===== src/rtl/sram_axi_if.sv =====
// rtl/sram_axi_if.sv - CPU SRAM-style request ports plus AXI3 master channels
interface sram_axi_if;
    logic        inst_sram_req;
    logic        inst_sram_wr;
    logic [1:0]  inst_sram_size;
    logic [3:0]  inst_sram_wstrb;
    logic [31:0] inst_sram_addr;
    logic [31:0] inst_sram_wdata;
    logic        inst_sram_addr_ok;
    logic        inst_sram_data_ok;
    logic [31:0] inst_sram_rdata;

    logic        data_sram_req;
    logic        data_sram_wr;
    logic [1:0]  data_sram_size;
    logic [3:0]  data_sram_wstrb;
    logic [31:0] data_sram_addr;
    logic [31:0] data_sram_wdata;
    logic        data_sram_addr_ok;
    logic        data_sram_data_ok;
    logic [31:0] data_sram_rdata;

    logic [3:0]  arid;
    logic [31:0] araddr;
    logic [3:0]  arlen;
    logic [2:0]  arsize;
    logic [1:0]  arburst;
    logic [1:0]  arlock;
    logic [3:0]  arcache;
    logic [2:0]  arprot;
    logic        arvalid;
    logic        arready;

    logic [3:0]  rid;
    logic [31:0] rdata;
    logic [1:0]  rresp;
    logic        rlast;
    logic        rvalid;
    logic        rready;

    logic [3:0]  awid;
    logic [31:0] awaddr;
    logic [3:0]  awlen;
    logic [2:0]  awsize;
    logic [1:0]  awburst;
    logic [1:0]  awlock;
    logic [3:0]  awcache;
    logic [2:0]  awprot;
    logic        awvalid;
    logic        awready;

    logic [3:0]  wid;
    logic [31:0] wdata;
    logic [3:0]  wstrb;
    logic        wlast;
    logic        wvalid;
    logic        wready;

    logic [3:0]  bid;
    logic [1:0]  bresp;
    logic        bvalid;
    logic        bready;

    modport master (
        input  inst_sram_req, inst_sram_wr, inst_sram_size, inst_sram_wstrb,
               inst_sram_addr, inst_sram_wdata,
        output inst_sram_addr_ok, inst_sram_data_ok, inst_sram_rdata,
        input  data_sram_req, data_sram_wr, data_sram_size, data_sram_wstrb,
               data_sram_addr, data_sram_wdata,
        output data_sram_addr_ok, data_sram_data_ok, data_sram_rdata,
        output arid, araddr, arlen, arsize, arburst, arlock, arcache, arprot, arvalid,
        input  arready,
        input  rid, rdata, rresp, rlast, rvalid,
        output rready,
        output awid, awaddr, awlen, awsize, awburst, awlock, awcache, awprot, awvalid,
        input  awready,
        output wid, wdata, wstrb, wlast, wvalid,
        input  wready,
        input  bid, bresp, bvalid,
        output bready
    );

    modport slave (
        output inst_sram_req, inst_sram_wr, inst_sram_size, inst_sram_wstrb,
               inst_sram_addr, inst_sram_wdata,
        input  inst_sram_addr_ok, inst_sram_data_ok, inst_sram_rdata,
        output data_sram_req, data_sram_wr, data_sram_size, data_sram_wstrb,
               data_sram_addr, data_sram_wdata,
        input  data_sram_addr_ok, data_sram_data_ok, data_sram_rdata,
        input  arid, araddr, arlen, arsize, arburst, arlock, arcache, arprot, arvalid,
        output arready,
        output rid, rdata, rresp, rlast, rvalid,
        input  rready,
        input  awid, awaddr, awlen, awsize, awburst, awlock, awcache, awprot, awvalid,
        output awready,
        input  wid, wdata, wstrb, wlast, wvalid,
        output wready,
        output bid, bresp, bvalid,
        input  bready
    );
endinterface


===== src/rtl/sram_axi_arbiter.sv =====
// rtl/sram_axi_arbiter.sv - fetch/data SRAM ports onto one AXI3 master, one read and one write in flight
module sram_axi_arbiter (
    input  logic          clk,
    input  logic          reset,
    sram_axi_if.master    bus
);

    typedef enum logic [1:0] {R_IDLE, R_AR, R_WAIT} r_state_t;
    typedef enum logic [1:0] {W_IDLE, W_REQ, W_B} w_state_t;

    r_state_t    r_state_q, r_state_d;
    logic        rsel_q, rsel_d;
    logic [31:0] araddr_q, araddr_d;
    logic [1:0]  arsize_q, arsize_d;
    logic        arvalid_q, arvalid_d;
    logic        rready_q, rready_d;

    w_state_t    w_state_q, w_state_d;
    logic [31:0] awaddr_q, awaddr_d;
    logic [1:0]  awsize_q, awsize_d;
    logic [31:0] wdata_q, wdata_d;
    logic [3:0]  wstrb_q, wstrb_d;
    logic        awvalid_q, awvalid_d;
    logic        wvalid_q, wvalid_d;
    logic        bready_q, bready_d;

    logic data_rd_grant, inst_rd_grant, data_wr_grant;
    logic data_read_busy, r_done, b_done;

    // A data read waits for the write path to drain; a write waits for any data read.
    always_comb begin
        data_read_busy = (r_state_q != R_IDLE) && rsel_q;
        data_rd_grant  = !reset && (r_state_q == R_IDLE) && bus.data_sram_req
                         && !bus.data_sram_wr && (w_state_q == W_IDLE);
        inst_rd_grant  = !reset && (r_state_q == R_IDLE) && bus.inst_sram_req && !data_rd_grant;
        data_wr_grant  = !reset && (w_state_q == W_IDLE) && bus.data_sram_req
                         && bus.data_sram_wr && !data_read_busy;
        r_done         = !reset && (r_state_q == R_WAIT) && bus.rvalid;
        b_done         = !reset && (w_state_q == W_B) && bus.bvalid;
    end

    always_comb begin
        r_state_d = r_state_q;
        rsel_d    = rsel_q;
        araddr_d  = araddr_q;
        arsize_d  = arsize_q;
        case (r_state_q)
            R_IDLE: begin
                if (data_rd_grant || inst_rd_grant) begin
                    r_state_d = R_AR;
                    rsel_d    = data_rd_grant;
                    araddr_d  = data_rd_grant ? bus.data_sram_addr : bus.inst_sram_addr;
                    arsize_d  = data_rd_grant ? bus.data_sram_size : bus.inst_sram_size;
                end
            end
            R_AR:    if (bus.arready) r_state_d = R_WAIT;
            R_WAIT:  if (bus.rvalid) r_state_d = R_IDLE;
            default: r_state_d = R_IDLE;
        endcase
        arvalid_d = (r_state_d == R_AR);
        rready_d  = (r_state_d == R_WAIT);
    end

    always_ff @(posedge clk or posedge reset) begin
        if (reset) begin
            r_state_q <= R_IDLE;
            rsel_q    <= 1'b0;
            araddr_q  <= 32'd0;
            arsize_q  <= 2'd0;
            arvalid_q <= 1'b0;
            rready_q  <= 1'b0;
        end else begin
            r_state_q <= r_state_d;
            rsel_q    <= rsel_d;
            araddr_q  <= araddr_d;
            arsize_q  <= arsize_d;
            arvalid_q <= arvalid_d;
            rready_q  <= rready_d;
        end
    end

    // AW and W complete independently; leave W_REQ once both valids have dropped.
    always_comb begin
        w_state_d = w_state_q;
        awaddr_d  = awaddr_q;
        awsize_d  = awsize_q;
        wdata_d   = wdata_q;
        wstrb_d   = wstrb_q;
        awvalid_d = awvalid_q;
        wvalid_d  = wvalid_q;
        case (w_state_q)
            W_IDLE: begin
                if (data_wr_grant) begin
                    w_state_d = W_REQ;
                    awaddr_d  = bus.data_sram_addr;
                    awsize_d  = bus.data_sram_size;
                    wdata_d   = bus.data_sram_wdata;
                    wstrb_d   = bus.data_sram_wstrb;
                    awvalid_d = 1'b1;
                    wvalid_d  = 1'b1;
                end
            end
            W_REQ: begin
                if (bus.awready) awvalid_d = 1'b0;
                if (bus.wready)  wvalid_d  = 1'b0;
                if (!awvalid_d && !wvalid_d) w_state_d = W_B;
            end
            W_B:     if (bus.bvalid) w_state_d = W_IDLE;
            default: w_state_d = W_IDLE;
        endcase
        bready_d = (w_state_d == W_B);
    end

    always_ff @(posedge clk or posedge reset) begin
        if (reset) begin
            w_state_q <= W_IDLE;
            awaddr_q  <= 32'd0;
            awsize_q  <= 2'd0;
            wdata_q   <= 32'd0;
            wstrb_q   <= 4'd0;
            awvalid_q <= 1'b0;
            wvalid_q  <= 1'b0;
            bready_q  <= 1'b0;
        end else begin
            w_state_q <= w_state_d;
            awaddr_q  <= awaddr_d;
            awsize_q  <= awsize_d;
            wdata_q   <= wdata_d;
            wstrb_q   <= wstrb_d;
            awvalid_q <= awvalid_d;
            wvalid_q  <= wvalid_d;
            bready_q  <= bready_d;
        end
    end

    assign bus.inst_sram_addr_ok = inst_rd_grant;
    assign bus.data_sram_addr_ok = data_rd_grant || data_wr_grant;
    assign bus.inst_sram_data_ok = r_done && !bus.rid[0];
    assign bus.data_sram_data_ok = (r_done && bus.rid[0]) || b_done;
    assign bus.inst_sram_rdata   = bus.rdata;
    assign bus.data_sram_rdata   = bus.rdata;

    assign bus.arid    = {3'b000, rsel_q};
    assign bus.araddr  = araddr_q;
    assign bus.arlen   = 4'd0;
    assign bus.arsize  = {1'b0, arsize_q};
    assign bus.arburst = 2'b01;
    assign bus.arlock  = 2'd0;
    assign bus.arcache = 4'd0;
    assign bus.arprot  = 3'd0;
    assign bus.arvalid = arvalid_q;
    assign bus.rready  = rready_q;

    assign bus.awid    = 4'd1;
    assign bus.awaddr  = awaddr_q;
    assign bus.awlen   = 4'd0;
    assign bus.awsize  = {1'b0, awsize_q};
    assign bus.awburst = 2'b01;
    assign bus.awlock  = 2'd0;
    assign bus.awcache = 4'd0;
    assign bus.awprot  = 3'd0;
    assign bus.awvalid = awvalid_q;

    assign bus.wid     = 4'd1;
    assign bus.wdata   = wdata_q;
    assign bus.wstrb   = wstrb_q;
    assign bus.wlast   = 1'b1;
    assign bus.wvalid  = wvalid_q;
    assign bus.bready  = bready_q;

    logic unused_inputs;
    assign unused_inputs = ^{bus.inst_sram_wr, bus.inst_sram_wstrb, bus.inst_sram_wdata,
                             bus.rid[3:1], bus.rresp, bus.rlast, bus.bid, bus.bresp};

endmodule


===== src/flat_wrapper.sv =====
// flat-port wrapper written by rule: the top's interface ports become plain ports
module sram_axi_arbiter_flat 
  (clk, reset, bus_inst_sram_req, bus_inst_sram_wr, bus_inst_sram_size, bus_inst_sram_wstrb, bus_inst_sram_addr, bus_inst_sram_wdata, bus_inst_sram_addr_ok, bus_inst_sram_data_ok, bus_inst_sram_rdata, bus_data_sram_req, bus_data_sram_wr, bus_data_sram_size, bus_data_sram_wstrb, bus_data_sram_addr, bus_data_sram_wdata, bus_data_sram_addr_ok, bus_data_sram_data_ok, bus_data_sram_rdata, bus_arid, bus_araddr, bus_arlen, bus_arsize, bus_arburst, bus_arlock, bus_arcache, bus_arprot, bus_arvalid, bus_arready, bus_rid, bus_rdata, bus_rresp, bus_rlast, bus_rvalid, bus_rready, bus_awid, bus_awaddr, bus_awlen, bus_awsize, bus_awburst, bus_awlock, bus_awcache, bus_awprot, bus_awvalid, bus_awready, bus_wid, bus_wdata, bus_wstrb, bus_wlast, bus_wvalid, bus_wready, bus_bid, bus_bresp, bus_bvalid, bus_bready);
  sram_axi_if bus_i ();
  input  logic clk;
  input  logic reset;
  input wire logic [$bits(bus_i.inst_sram_req)-1:0] bus_inst_sram_req;
  input wire logic [$bits(bus_i.inst_sram_wr)-1:0] bus_inst_sram_wr;
  input wire logic [$bits(bus_i.inst_sram_size)-1:0] bus_inst_sram_size;
  input wire logic [$bits(bus_i.inst_sram_wstrb)-1:0] bus_inst_sram_wstrb;
  input wire logic [$bits(bus_i.inst_sram_addr)-1:0] bus_inst_sram_addr;
  input wire logic [$bits(bus_i.inst_sram_wdata)-1:0] bus_inst_sram_wdata;
  output wire logic [$bits(bus_i.inst_sram_addr_ok)-1:0] bus_inst_sram_addr_ok;
  output wire logic [$bits(bus_i.inst_sram_data_ok)-1:0] bus_inst_sram_data_ok;
  output wire logic [$bits(bus_i.inst_sram_rdata)-1:0] bus_inst_sram_rdata;
  input wire logic [$bits(bus_i.data_sram_req)-1:0] bus_data_sram_req;
  input wire logic [$bits(bus_i.data_sram_wr)-1:0] bus_data_sram_wr;
  input wire logic [$bits(bus_i.data_sram_size)-1:0] bus_data_sram_size;
  input wire logic [$bits(bus_i.data_sram_wstrb)-1:0] bus_data_sram_wstrb;
  input wire logic [$bits(bus_i.data_sram_addr)-1:0] bus_data_sram_addr;
  input wire logic [$bits(bus_i.data_sram_wdata)-1:0] bus_data_sram_wdata;
  output wire logic [$bits(bus_i.data_sram_addr_ok)-1:0] bus_data_sram_addr_ok;
  output wire logic [$bits(bus_i.data_sram_data_ok)-1:0] bus_data_sram_data_ok;
  output wire logic [$bits(bus_i.data_sram_rdata)-1:0] bus_data_sram_rdata;
  output wire logic [$bits(bus_i.arid)-1:0] bus_arid;
  output wire logic [$bits(bus_i.araddr)-1:0] bus_araddr;
  output wire logic [$bits(bus_i.arlen)-1:0] bus_arlen;
  output wire logic [$bits(bus_i.arsize)-1:0] bus_arsize;
  output wire logic [$bits(bus_i.arburst)-1:0] bus_arburst;
  output wire logic [$bits(bus_i.arlock)-1:0] bus_arlock;
  output wire logic [$bits(bus_i.arcache)-1:0] bus_arcache;
  output wire logic [$bits(bus_i.arprot)-1:0] bus_arprot;
  output wire logic [$bits(bus_i.arvalid)-1:0] bus_arvalid;
  input wire logic [$bits(bus_i.arready)-1:0] bus_arready;
  input wire logic [$bits(bus_i.rid)-1:0] bus_rid;
  input wire logic [$bits(bus_i.rdata)-1:0] bus_rdata;
  input wire logic [$bits(bus_i.rresp)-1:0] bus_rresp;
  input wire logic [$bits(bus_i.rlast)-1:0] bus_rlast;
  input wire logic [$bits(bus_i.rvalid)-1:0] bus_rvalid;
  output wire logic [$bits(bus_i.rready)-1:0] bus_rready;
  output wire logic [$bits(bus_i.awid)-1:0] bus_awid;
  output wire logic [$bits(bus_i.awaddr)-1:0] bus_awaddr;
  output wire logic [$bits(bus_i.awlen)-1:0] bus_awlen;
  output wire logic [$bits(bus_i.awsize)-1:0] bus_awsize;
  output wire logic [$bits(bus_i.awburst)-1:0] bus_awburst;
  output wire logic [$bits(bus_i.awlock)-1:0] bus_awlock;
  output wire logic [$bits(bus_i.awcache)-1:0] bus_awcache;
  output wire logic [$bits(bus_i.awprot)-1:0] bus_awprot;
  output wire logic [$bits(bus_i.awvalid)-1:0] bus_awvalid;
  input wire logic [$bits(bus_i.awready)-1:0] bus_awready;
  output wire logic [$bits(bus_i.wid)-1:0] bus_wid;
  output wire logic [$bits(bus_i.wdata)-1:0] bus_wdata;
  output wire logic [$bits(bus_i.wstrb)-1:0] bus_wstrb;
  output wire logic [$bits(bus_i.wlast)-1:0] bus_wlast;
  output wire logic [$bits(bus_i.wvalid)-1:0] bus_wvalid;
  input wire logic [$bits(bus_i.wready)-1:0] bus_wready;
  input wire logic [$bits(bus_i.bid)-1:0] bus_bid;
  input wire logic [$bits(bus_i.bresp)-1:0] bus_bresp;
  input wire logic [$bits(bus_i.bvalid)-1:0] bus_bvalid;
  output wire logic [$bits(bus_i.bready)-1:0] bus_bready;
  assign bus_i.inst_sram_req = bus_inst_sram_req;
  assign bus_i.inst_sram_wr = bus_inst_sram_wr;
  assign bus_i.inst_sram_size = bus_inst_sram_size;
  assign bus_i.inst_sram_wstrb = bus_inst_sram_wstrb;
  assign bus_i.inst_sram_addr = bus_inst_sram_addr;
  assign bus_i.inst_sram_wdata = bus_inst_sram_wdata;
  assign bus_inst_sram_addr_ok = bus_i.inst_sram_addr_ok;
  assign bus_inst_sram_data_ok = bus_i.inst_sram_data_ok;
  assign bus_inst_sram_rdata = bus_i.inst_sram_rdata;
  assign bus_i.data_sram_req = bus_data_sram_req;
  assign bus_i.data_sram_wr = bus_data_sram_wr;
  assign bus_i.data_sram_size = bus_data_sram_size;
  assign bus_i.data_sram_wstrb = bus_data_sram_wstrb;
  assign bus_i.data_sram_addr = bus_data_sram_addr;
  assign bus_i.data_sram_wdata = bus_data_sram_wdata;
  assign bus_data_sram_addr_ok = bus_i.data_sram_addr_ok;
  assign bus_data_sram_data_ok = bus_i.data_sram_data_ok;
  assign bus_data_sram_rdata = bus_i.data_sram_rdata;
  assign bus_arid = bus_i.arid;
  assign bus_araddr = bus_i.araddr;
  assign bus_arlen = bus_i.arlen;
  assign bus_arsize = bus_i.arsize;
  assign bus_arburst = bus_i.arburst;
  assign bus_arlock = bus_i.arlock;
  assign bus_arcache = bus_i.arcache;
  assign bus_arprot = bus_i.arprot;
  assign bus_arvalid = bus_i.arvalid;
  assign bus_i.arready = bus_arready;
  assign bus_i.rid = bus_rid;
  assign bus_i.rdata = bus_rdata;
  assign bus_i.rresp = bus_rresp;
  assign bus_i.rlast = bus_rlast;
  assign bus_i.rvalid = bus_rvalid;
  assign bus_rready = bus_i.rready;
  assign bus_awid = bus_i.awid;
  assign bus_awaddr = bus_i.awaddr;
  assign bus_awlen = bus_i.awlen;
  assign bus_awsize = bus_i.awsize;
  assign bus_awburst = bus_i.awburst;
  assign bus_awlock = bus_i.awlock;
  assign bus_awcache = bus_i.awcache;
  assign bus_awprot = bus_i.awprot;
  assign bus_awvalid = bus_i.awvalid;
  assign bus_i.awready = bus_awready;
  assign bus_wid = bus_i.wid;
  assign bus_wdata = bus_i.wdata;
  assign bus_wstrb = bus_i.wstrb;
  assign bus_wlast = bus_i.wlast;
  assign bus_wvalid = bus_i.wvalid;
  assign bus_i.wready = bus_wready;
  assign bus_i.bid = bus_bid;
  assign bus_i.bresp = bus_bresp;
  assign bus_i.bvalid = bus_bvalid;
  assign bus_bready = bus_i.bready;
  sram_axi_arbiter u_core (.clk(clk), .reset(reset), .bus(bus_i));
endmodule

===== config.mk =====
export PLATFORM = sky130hd
export DESIGN_NAME = sram_axi_arbiter_flat
export DESIGN_NICKNAME = d
export VERILOG_FILES = /design/src/rtl/sram_axi_if.sv /design/src/rtl/sram_axi_arbiter.sv /design/src/flat_wrapper.sv
export SDC_FILE = /design/constraint.sdc
export NUM_CORES = 1
export LEC_CHECK = 0
export ABC_AREA = 1
export CAP_MARGIN = 10
export CORE_AREA = 2 2 163 165
export CTS_BUF_LIST = sky130_fd_sc_hd__clkbuf_4
export DETAILED_ROUTE_END_ITERATION = 10
export DIE_AREA = 0 0 165 167
export GPL_TIMING_DRIVEN = 1
export SYNTH_ARGS = -nofsm -noshare
export SYNTH_HDL_FRONTEND = slang
export SYNTH_SLANG_ARGS = --single-unit

===== constraint.sdc =====
create_clock -name clk -period 4.65 [get_ports clk]
set_input_delay 0.93 -clock clk [delete_from_list [all_inputs] [get_ports clk]]
set_output_delay 0.93 -clock clk [all_outputs]
set_load 0.02 [all_outputs]

; After elaboration in Yosys (flattened, before gate mapping)
; Index checks and enable logic that the tools add are counted.
[classes]
n_eq_ne = 8
mux = 17
n_reduce_logical = 35
[op_table]
columns = operator, count
row1 = 2-to-1 mux 32 bit, 1
row2 = logical AND 1 bit, 18
row3 = 2-to-1 mux 2 bit, 7
row4 = case mux 2 bit (3 select lines), 2
row5 = "equality test 2 bit, second input constant", 4
row6 = logical NOT 1 bit, 7
row7 = "equality test 2 x 1 -> 1 bit, second input constant", 3
row8 = AND reduction 2 bit, 3
row9 = 2-to-1 mux 1 bit, 5
row10 = logical NOT 2 bit, 2
row11 = case mux 1 bit (2 select lines), 2
row12 = nonzero test 2 bit, 2
row13 = logical OR 1 bit, 3
row14 = "!= test 2 x 1 -> 1 bit, second input constant", 1
[word_totals]
reg_bits = 114
inputBits = 196
output_inout_bits = 222
elab_cells = 74

; Longest topological paths before layout
; Gate-level depths: netlist of run 1.
[logic_depth]
depth_word = 11
mapped_depth = 8
depth_no_buf = 7

; Worst setup path after synthesis of run 1
; No wires, ideal clock.
[synth_path]
path_type = in2out
start = in reset
end = out bus_inst_sram_addr_ok
t_arrival_ns = 3.190
required_ns = 3.720
setup_slack_ns = 0.530
cell_stages = 5
n_path_buf = 2
cell_sequence = inv_2 > nand4_1 > buf_2 > buf_2 > nor2_1
[synth_between]
elab_chain_cells = 7
elab_cells_between_ends = 8
classes_between = reduce/logical (8)
[synth_lines]
columns = element, line_no
row1 = start: declaration, flat_wrapper.sv:6  ; input logic reset;
row2 = logical NOT 1 bit *, "sram_axi_arbiter.sv:33, sram_axi_arbiter.sv:35"
row3 = logical AND 1 bit *, "sram_axi_arbiter.sv:33, sram_axi_arbiter.sv:35"
row4 = logical AND 1 bit, sram_axi_arbiter.sv:33  ; data_rd_grant = !reset && (r_state_q == R_IDLE) && bus.data_sram_req
row5 = logical AND 1 bit (2 in a row), sram_axi_arbiter.sv:34  ; && !bus.data_sram_wr && (w_state_q == W_IDLE);
row6 = logical NOT 1 bit, sram_axi_arbiter.sv:35  ; inst_rd_grant = !reset && (r_state_q == R_IDLE) && bus.inst_sram_req && !data_rd_grant;
row7 = logical AND 1 bit *, sram_axi_arbiter.sv:35
row8 = end: declaration, flat_wrapper.sv:13  ; output wire logic [$bits(bus_i.inst_sram_addr_ok)-1:0] bus_inst_sram_addr_ok;
; Every way passes the cells marked *; elsewhere a longest branch is shown, timed or not.

; Final worst setup path of run 1
[layout_path]
start = in reset
end = out bus_data_sram_data_ok
[layout_between]
elab_chain_cells = 5
elab_cells_between_ends = 7
classes_between = reduce/logical (7)
[layout_lines]
columns = element, line_no
row1 = logical NOT 1 bit *, "sram_axi_arbiter.sv:38, sram_axi_arbiter.sv:39"
row2 = logical AND 1 bit (2 in a row), sram_axi_arbiter.sv:38  ; r_done = !reset && (r_state_q == R_WAIT) && bus.rvalid;
row3 = logical AND 1 bit, sram_axi_arbiter.sv:139  ; assign bus.data_sram_data_ok = (r_done && bus.rid[0]) || b_done;
row4 = logical OR 1 bit *, sram_axi_arbiter.sv:139
row5 = end: declaration, flat_wrapper.sv:23  ; output wire logic [$bits(bus_i.data_sram_data_ok)-1:0] bus_data_sram_data_ok;
; Marks and branches as above.

==> results.sh, run 1 <==
export IMPL_die_h_um=167
export IMPL_status="finished, final reports clean"
export IMPL_drive_above_1_share_pct=6.295
export IMPL_grt_pass1_vias=4849
export IMPL_worstSetupEndpointType="output port"
export IMPL_path_class="primary input to output port"
export IMPL_p_per_area_nw_per_um2=649.9
export IMPL_grt_remaining_overflow=0
export IMPL_fin_hold_ws_ps=475.5
export IMPL_crit_family="buffers and inverters"
export IMPL_crit_path_end="bus_data_sram_data_ok"
export IMPL_fin_tns_setup_ps=0
export IMPL_p_switching_w=0.002139
export IMPL_r2r_start="u_core.w_state_q[1]$_DFF_PP0_"
export IMPL_cts_sinks=114
export IMPL_min_path_type="register to register"
export IMPL_period_share_pct=76.76
export IMPL_synth_top_cell_by_area="dfrtp_1"
export IMPL_synthTopCellsByArea="dfrtp_1, nand3_1, buf_4"
export IMPL_setup_violations=0
export IMPL_grt_use_total_pct=13.72
export IMPL_synth_seq_cells=114
export IMPL_worstPathRequired_ps=3720
export IMPL_power_share_clock_pct=15.3
export IMPL_p_leak_nw=3.649
export IMPL_drt_wl_total_um=18810
export IMPL_min_period_ps=3570
export IMPL_drt_initial_drc_count=226
export IMPL_final_util_pct=30.58
export IMPL_drt_pass1_iter_count=6
export IMPL_clkLatencyLatePin_ps=510
export IMPL_synth_area_um2=5709
export IMPL_port_buffers=228
export IMPL_setup_worst_path_start="reset"
export IMPL_synth_top_area_share_pct=49.97
export IMPL_dieWidth_um=165
export IMPL_netlist_instances=665
export IMPL_slew_viol_final=0
export IMPL_cap_viol_max_count=0
export IMPL_cts_hold_buffers=0
export IMPL_vias=4809
export IMPL_grt_max_degree=74
export IMPL_worstReg2RegEnd="u_core.bus.araddr[10]$_DFFE_PP0P_"
export IMPL_ios=418
export IMPL_core_um2=25760
export IMPL_ctsHtreeMaxLevel=4
export IMPL_row_count=59
export IMPL_dieArea_um2=27560
export IMPL_post_cts_setup_buffer_count=0
export IMPL_final_cell_mix="clkdlybuf4s50_1, nand2_1, nand3_1"
export IMPL_cts_root_buf="clkbuf_4"
export IMPL_grt_pass1_wl_um=28500
export IMPL_ctsResizeCount=0
export IMPL_fmax_ghz=0.2801
export IMPL_tritoncts="built"
export IMPL_layout_nets=1010
export IMPL_viasPerCell=4.139
export IMPL_crit_slowest_cell="clkdlybuf4s50_1"
export IMPL_pwr_share_comb_pct=50.9
export IMPL_seq_power_share_pct=33.8
export IMPL_ys_warn_count=0
export IMPL_clockBufferDepth=2
export IMPL_drt_wirelength_per_cell_um=16.19
export IMPL_initial_core_util_pct=22.16
export IMPL_grt_antenna_before_repair=1
export IMPL_cts_buffers=17
export IMPL_final_common_cell="clkdlybuf4s50_1"
export IMPL_switching_share_pct=41.76
export IMPL_critPathMostFrequentCell="clkdlybuf4s50_1"
export IMPL_area_delta_synth_final_pct=38.00
export IMPL_synth_distinct_cells=21
export IMPL_critPathMaxStageDelay_ps=630
export IMPL_p_int_w=0.002982
export IMPL_r2r_cells=6
export IMPL_path_max_fanout=18
export IMPL_crit_cells=5
export IMPL_slew_headroom_pct=33.53
export IMPL_drc=0
export IMPL_hpwl_um=12750
export IMPL_cp_num_buf_inv=3
export IMPL_arrival_ps=2640
export IMPL_ys_seq_area_share_pct=49.97
export IMPL_peakVddDrop_uv=304.6
export IMPL_rsz0062_at_grt="no"
export IMPL_fillers=2746
export IMPL_syn_avg_cell_area_um2=8.585
export IMPL_place_congestion=0.7824
export IMPL_hold_viol_final=0
export IMPL_max_slew_worst_pin_slew_ps=994.6
export IMPL_cp_start_kind="primary input"
export IMPL_ff2ff_setup_slack_ps=2520
export IMPL_cp_cell_sequence="clkdlybuf4s50_1 -> inv_4 -> nand4_1 -> o21ai_0 -> clkdlybuf4s50_1"
export IMPL_fin_skew_ps=15.78
export IMPL_ant_nets=0
export IMPL_path_clk_slew_ps=100
-- layer usage --
metal,up-vias,global-route usage [%],part of all wire (%)
li1,2310,-,-
met1,2288,16.88,43
met2,167,22.50,48
met3,44,3.412,6.2
met4,0,6.238,2.9
met5,-,0,0
-- synthesized netlist by cell type --
cell and instances:
or2_2 2, o31ai_1 2, buf_6 9, o22ai_1 2, nor2_1 5, buf_2 14, nand2_1 193, dfrtp_1 114
o211ai_1 2, inv_1 5, nor2_2 1, nand3_2 3, conb_1 2, buf_4 110, inv_2 5, nand3_1 174
o21ai_0 1, nand4_1 3, clkbuf_1 15, nand2_2 1, nor2_4 2
-- how the worst min path moves through the flow --
stage                                        end  depth (start not counted)  slack (ps)                         startpoint
6_report       u_core.bus.awaddr[29]$_DFFE_PP0P_                          2         480  u_core.bus.awaddr[29]$_DFFE_PP0P_
5_1_grt        u_core.bus.awaddr[29]$_DFFE_PP0P_                          2         510  u_core.bus.awaddr[29]$_DFFE_PP0P_
4_1_cts        u_core.bus.awaddr[29]$_DFFE_PP0P_                          2         480  u_core.bus.awaddr[29]$_DFFE_PP0P_
3_3_place_gp   u_core.bus.awaddr[16]$_DFFE_PP0P_                          2         450  u_core.bus.awaddr[16]$_DFFE_PP0P_
3_5_place_dp   u_core.bus.awaddr[29]$_DFFE_PP0P_                          2         460  u_core.bus.awaddr[29]$_DFFE_PP0P_
2_1_floorplan          u_core.rsel_q$_DFFE_PP0P_                          2         480          u_core.rsel_q$_DFFE_PP0P_
-- worst min-delay path: stages (launching register included) --
cell and delay (ps):
dfrtp_1 350, nand2_1 50, nand2_1 50
-- flip-flops by register name (all words and copies together) (netlist names) --
register            flops
u_core.bus.awvalid      1
u_core.bus.wvalid       1
u_core.bus.awaddr      32
u_core.w_state_q        2
u_core.rsel_q           1
u_core.bus.bready       1
u_core.bus.wstrb        4
u_core.r_state_q        2
u_core.bus.arvalid      1
u_core.bus.rready       1
u_core.bus.wdata       32
u_core.awsize_q         2
u_core.bus.araddr      32
u_core.arsize_q         2
-- cells by family (layout without fill, tap and decap cells) --
logic type / after synthesis / in the layout / share of synthesized area, %
buf+inv: 158 / 277 / 19.11
compound gates: 7 / 7 / 0.8325
flops: 114 / 114 / 49.97
simple gates: 384 / 384 / 29.96
other cells: 2 / 45 / 0.1315
-- power groups by stage --
stage	Combinational [W]	Clock (W)	Sequential, W
2_1_floorplan	0.000861	0	0.00231
3_3_place_gp	0.00263	0	0.00173
3_5_place_dp	0.00265	0	0.00175
4_1_cts	0.00265	0.000819	0.00174
5_1_grt	0.00282	0.000870	0.00180
6_report	0.00261	0.000781	0.00173
-- layout make-up --
type / instances / area (um2) / area share (%)
diodes: 1 / 2.502 / 0.03176
multi-input cells: 435 / 1938 / 24.60
well taps: 335 / 419.2 / 5.320
clock inverters: 12 / 141.4 / 1.795
clock buffers: 19 / 142.6 / 1.810
repair buffers: 236 / 2342 / 29.73
inverters: 10 / 40.04 / 0.5082
flip-flops and latches: 114 / 2853 / 36.21
-- stage by stage --
stage                     setup WS [ps]  cells  total power, W  cell area (um2)
after floorplan                   530.2    707        0.003173             5867
after global placement            929.1   1130        0.004362             7592
after detailed placement          926.3   1130        0.004398             7592
after CTS                          1026   1161        0.005205             7876
after global routing              906.8   1162        0.005490             7879
final                              1080   1162        0.005121             7879
(Power assumes the default switching activity.)
==> run 2: changes to the inputs <==
==> constraint.sdc (replaced) <==
create_clock -name clk -period 3.4 [get_ports clk]
set_input_delay 0.68 -clock clk [delete_from_list [all_inputs] [get_ports clk]]
set_output_delay 0.68 -clock clk [all_outputs]
set_load 0.02 [all_outputs]
==> run 2 against run 1 <==
  * Clock power grew 38%
  * Cell count grew 0.43%
  * Utilization grew 0.16 points
  * Global-route usage grew 0.075 points
  * Count of clock-buffer cells in the layout is the same
  * Sequential share of layout area shrank 0.18 points
  * Critical path type unchanged
  * Clock skew grew 5.9 ps
  * First-iteration DRC count grew 16%
  * Non-clock buffer count grew 4
  * Sequential power grew 37%
==> results.sh, run 2 (same netlist as run 1, synthesis figures left out) <==
export IMPL_clockBufferDepth=2
export IMPL_hpwl_um=12940
export IMPL_p_leak_nw=3.676
export IMPL_cts_sinks=114
export IMPL_fin_area_um2=7919
export IMPL_dieArea_um2=27560
export IMPL_fin_hold_ws_ps=465.1
export IMPL_drt_pass1_iter_count=4
export IMPL_path_max_fanout=11
export IMPL_max_slew_worst_pin_slew_ps=978.9
export IMPL_pre_cts_ws_ps=439.4
export IMPL_drt_wl_total_um=19110
export IMPL_report_power_total_w=0.007032
export IMPL_arrival_ps=2260
export IMPL_period_share_pct=86.57
export IMPL_final_cell_mix="clkdlybuf4s50_1, nand2_1, nand3_1"
export IMPL_dr_wl_met2_um=9094
export IMPL_p_per_area_nw_per_um2=888.1
export IMPL_slew_viol_final=0
export IMPL_dr_wl_met3_um=1400
export IMPL_grt_antenna_before_repair=3
export IMPL_clkLatencyLatePin_ps=520
export IMPL_drive_above_1_share_pct=6.867
export IMPL_tritoncts="built"
export IMPL_viasPerCell=4.214
export IMPL_critPathMostFrequentCell="clkdlybuf4s50_1"
export IMPL_vias=4918
export IMPL_row_count=59
export IMPL_fin_tns_setup_ps=0
export IMPL_core_um2=25760
export IMPL_peakVddDrop_uv=322.2
export IMPL_initial_core_util_pct=22.16
export IMPL_min_path_type="primary input to asynchronous set/reset pin"
export IMPL_top_layer_used="met5"
export IMPL_layout_nets=1014
export IMPL_dieWidth_um=165
export IMPL_drt_initial_drc_count=263
export IMPL_grt_pass1_wl_um=28430
export IMPL_wl_met1_um=7904
export IMPL_fin_skew_ps=21.66
export IMPL_hold_viol_final=0
export IMPL_ctsResizeCount=0
export IMPL_port_buffers=228
export IMPL_crit_slowest_cell="clkdlybuf4s50_1"
export IMPL_cts_hold_buffers=0
export IMPL_cts_root_buf="clkbuf_4"
export IMPL_cap_viol_max_count=0
export IMPL_slew_headroom_pct=34.74
export IMPL_path_clk_slew_ps=100
export IMPL_place_congestion=0.7795
export IMPL_cp_num_buf_inv=3
export IMPL_grt_use_total_pct=13.80
export IMPL_rsz0062_at_grt="no"
export IMPL_fmax_ghz=0.3397
export IMPL_cp_start_kind="primary input"
export IMPL_grt_pass1_vias=4833
export IMPL_place_area_um2=7630
export IMPL_die_h_um=167
export IMPL_critPathMaxStageDelay_ps=630
export IMPL_grt_remaining_overflow=0
export IMPL_ant_nets=0
export IMPL_path_class="primary input to output port"
export IMPL_min_period_ps=2943
export IMPL_ios=418
export IMPL_post_cts_setup_buffer_count=0
export IMPL_setup_violations=0
export IMPL_area_delta_synth_final_pct=38.70
export IMPL_ctsHtreeMaxLevel=4
export IMPL_drt_wirelength_per_cell_um=16.38
export IMPL_crit_family="buffers and inverters"
export IMPL_cts_buffers=17
export IMPL_cp_cell_sequence="clkdlybuf4s50_1 -> inv_6 -> nand4_1 -> o21ai_0 -> clkdlybuf4s50_1"
export IMPL_worstSetupEndpointType="output port"
export IMPL_status="finished, final reports clean"
export IMPL_final_common_cell="clkdlybuf4s50_1"
export IMPL_worstPathRequired_ps=2720
export IMPL_grt_max_degree=74
export IMPL_fin_ws_ps=456.6
export IMPL_drc=0
[run 2: path summary, 6_finish.rpt]
check	startpoint	end	slack, ps	depth (start not counted)
max in group asynchronous	reset	u_core.bus.araddr[20]$_DFFE_PP0P_	1770	3
worst max-delay path	reset	bus_data_sram_data_ok	460	5
worst min register to register	u_core.bus.wdata[21]$_DFFE_PP0P_	u_core.bus.wdata[21]$_DFFE_PP0P_	480	2
min in group clk	u_core.bus.wdata[21]$_DFFE_PP0P_	u_core.bus.wdata[21]$_DFFE_PP0P_	480	2
worst min-delay path	reset	u_core.w_state_q[1]$_DFF_PP0_	470	2
worst max register to register	u_core.w_state_q[0]$_DFF_PP0_	u_core.bus.wdata[11]$_DFFE_PP0P_	1560	6
[run 2: where the power goes]
group | switching [W] | internal (W)
logic | 0.00201 | 0.00157
registers | 0.000363 | 0.00201
clock network | 0.000570 | 0.000513
total | 0.00294 | 0.00409
[run 2: area by class of cell]
class | instances | area, um2
Antenna cell | 2 | 5.005
Clock buffer | 19 | 142.6
Clock inverter | 12 | 141.4
Fill cell | 2737 | 17840
Inverter | 10 | 42.54
Multi-Input combinational cell | 435 | 1943
Sequential cell | 114 | 2853
Tap cell | 335 | 419.2
Timing Repair Buffer | 240 | 2372
[run 2: stage by stage]
step                util, %  instances
detailed placement    29.61       1134
global route          30.73       1166
finish                30.74       1167
CTS                   30.72       1165
global placement      29.61       1134
floorplan                 -        707
[run 2: routing by layer]
layer  global-route usage, %  up-vias
met2                   21.96      185
met3                   4.110       57
met1                   16.87     2351
met4                   6.881        2
met5                       0        -
li1                        -     2323
==> run 3: changes to the inputs <==
--- a/config.mk
+++ b/config.mk
@@ -11,6 +11,7 @@
 export CTS_BUF_LIST = sky130_fd_sc_hd__clkbuf_4
 export DETAILED_ROUTE_END_ITERATION = 10
 export DIE_AREA = 0 0 165 167
+export GPL_ROUTABILITY_DRIVEN = 0
 export GPL_TIMING_DRIVEN = 1
 export SYNTH_ARGS = -nofsm -noshare
 export SYNTH_HDL_FRONTEND = slang
==> results of run 3 <==
Same layout as run 2: the final DEF is identical, and so are final timing and power.
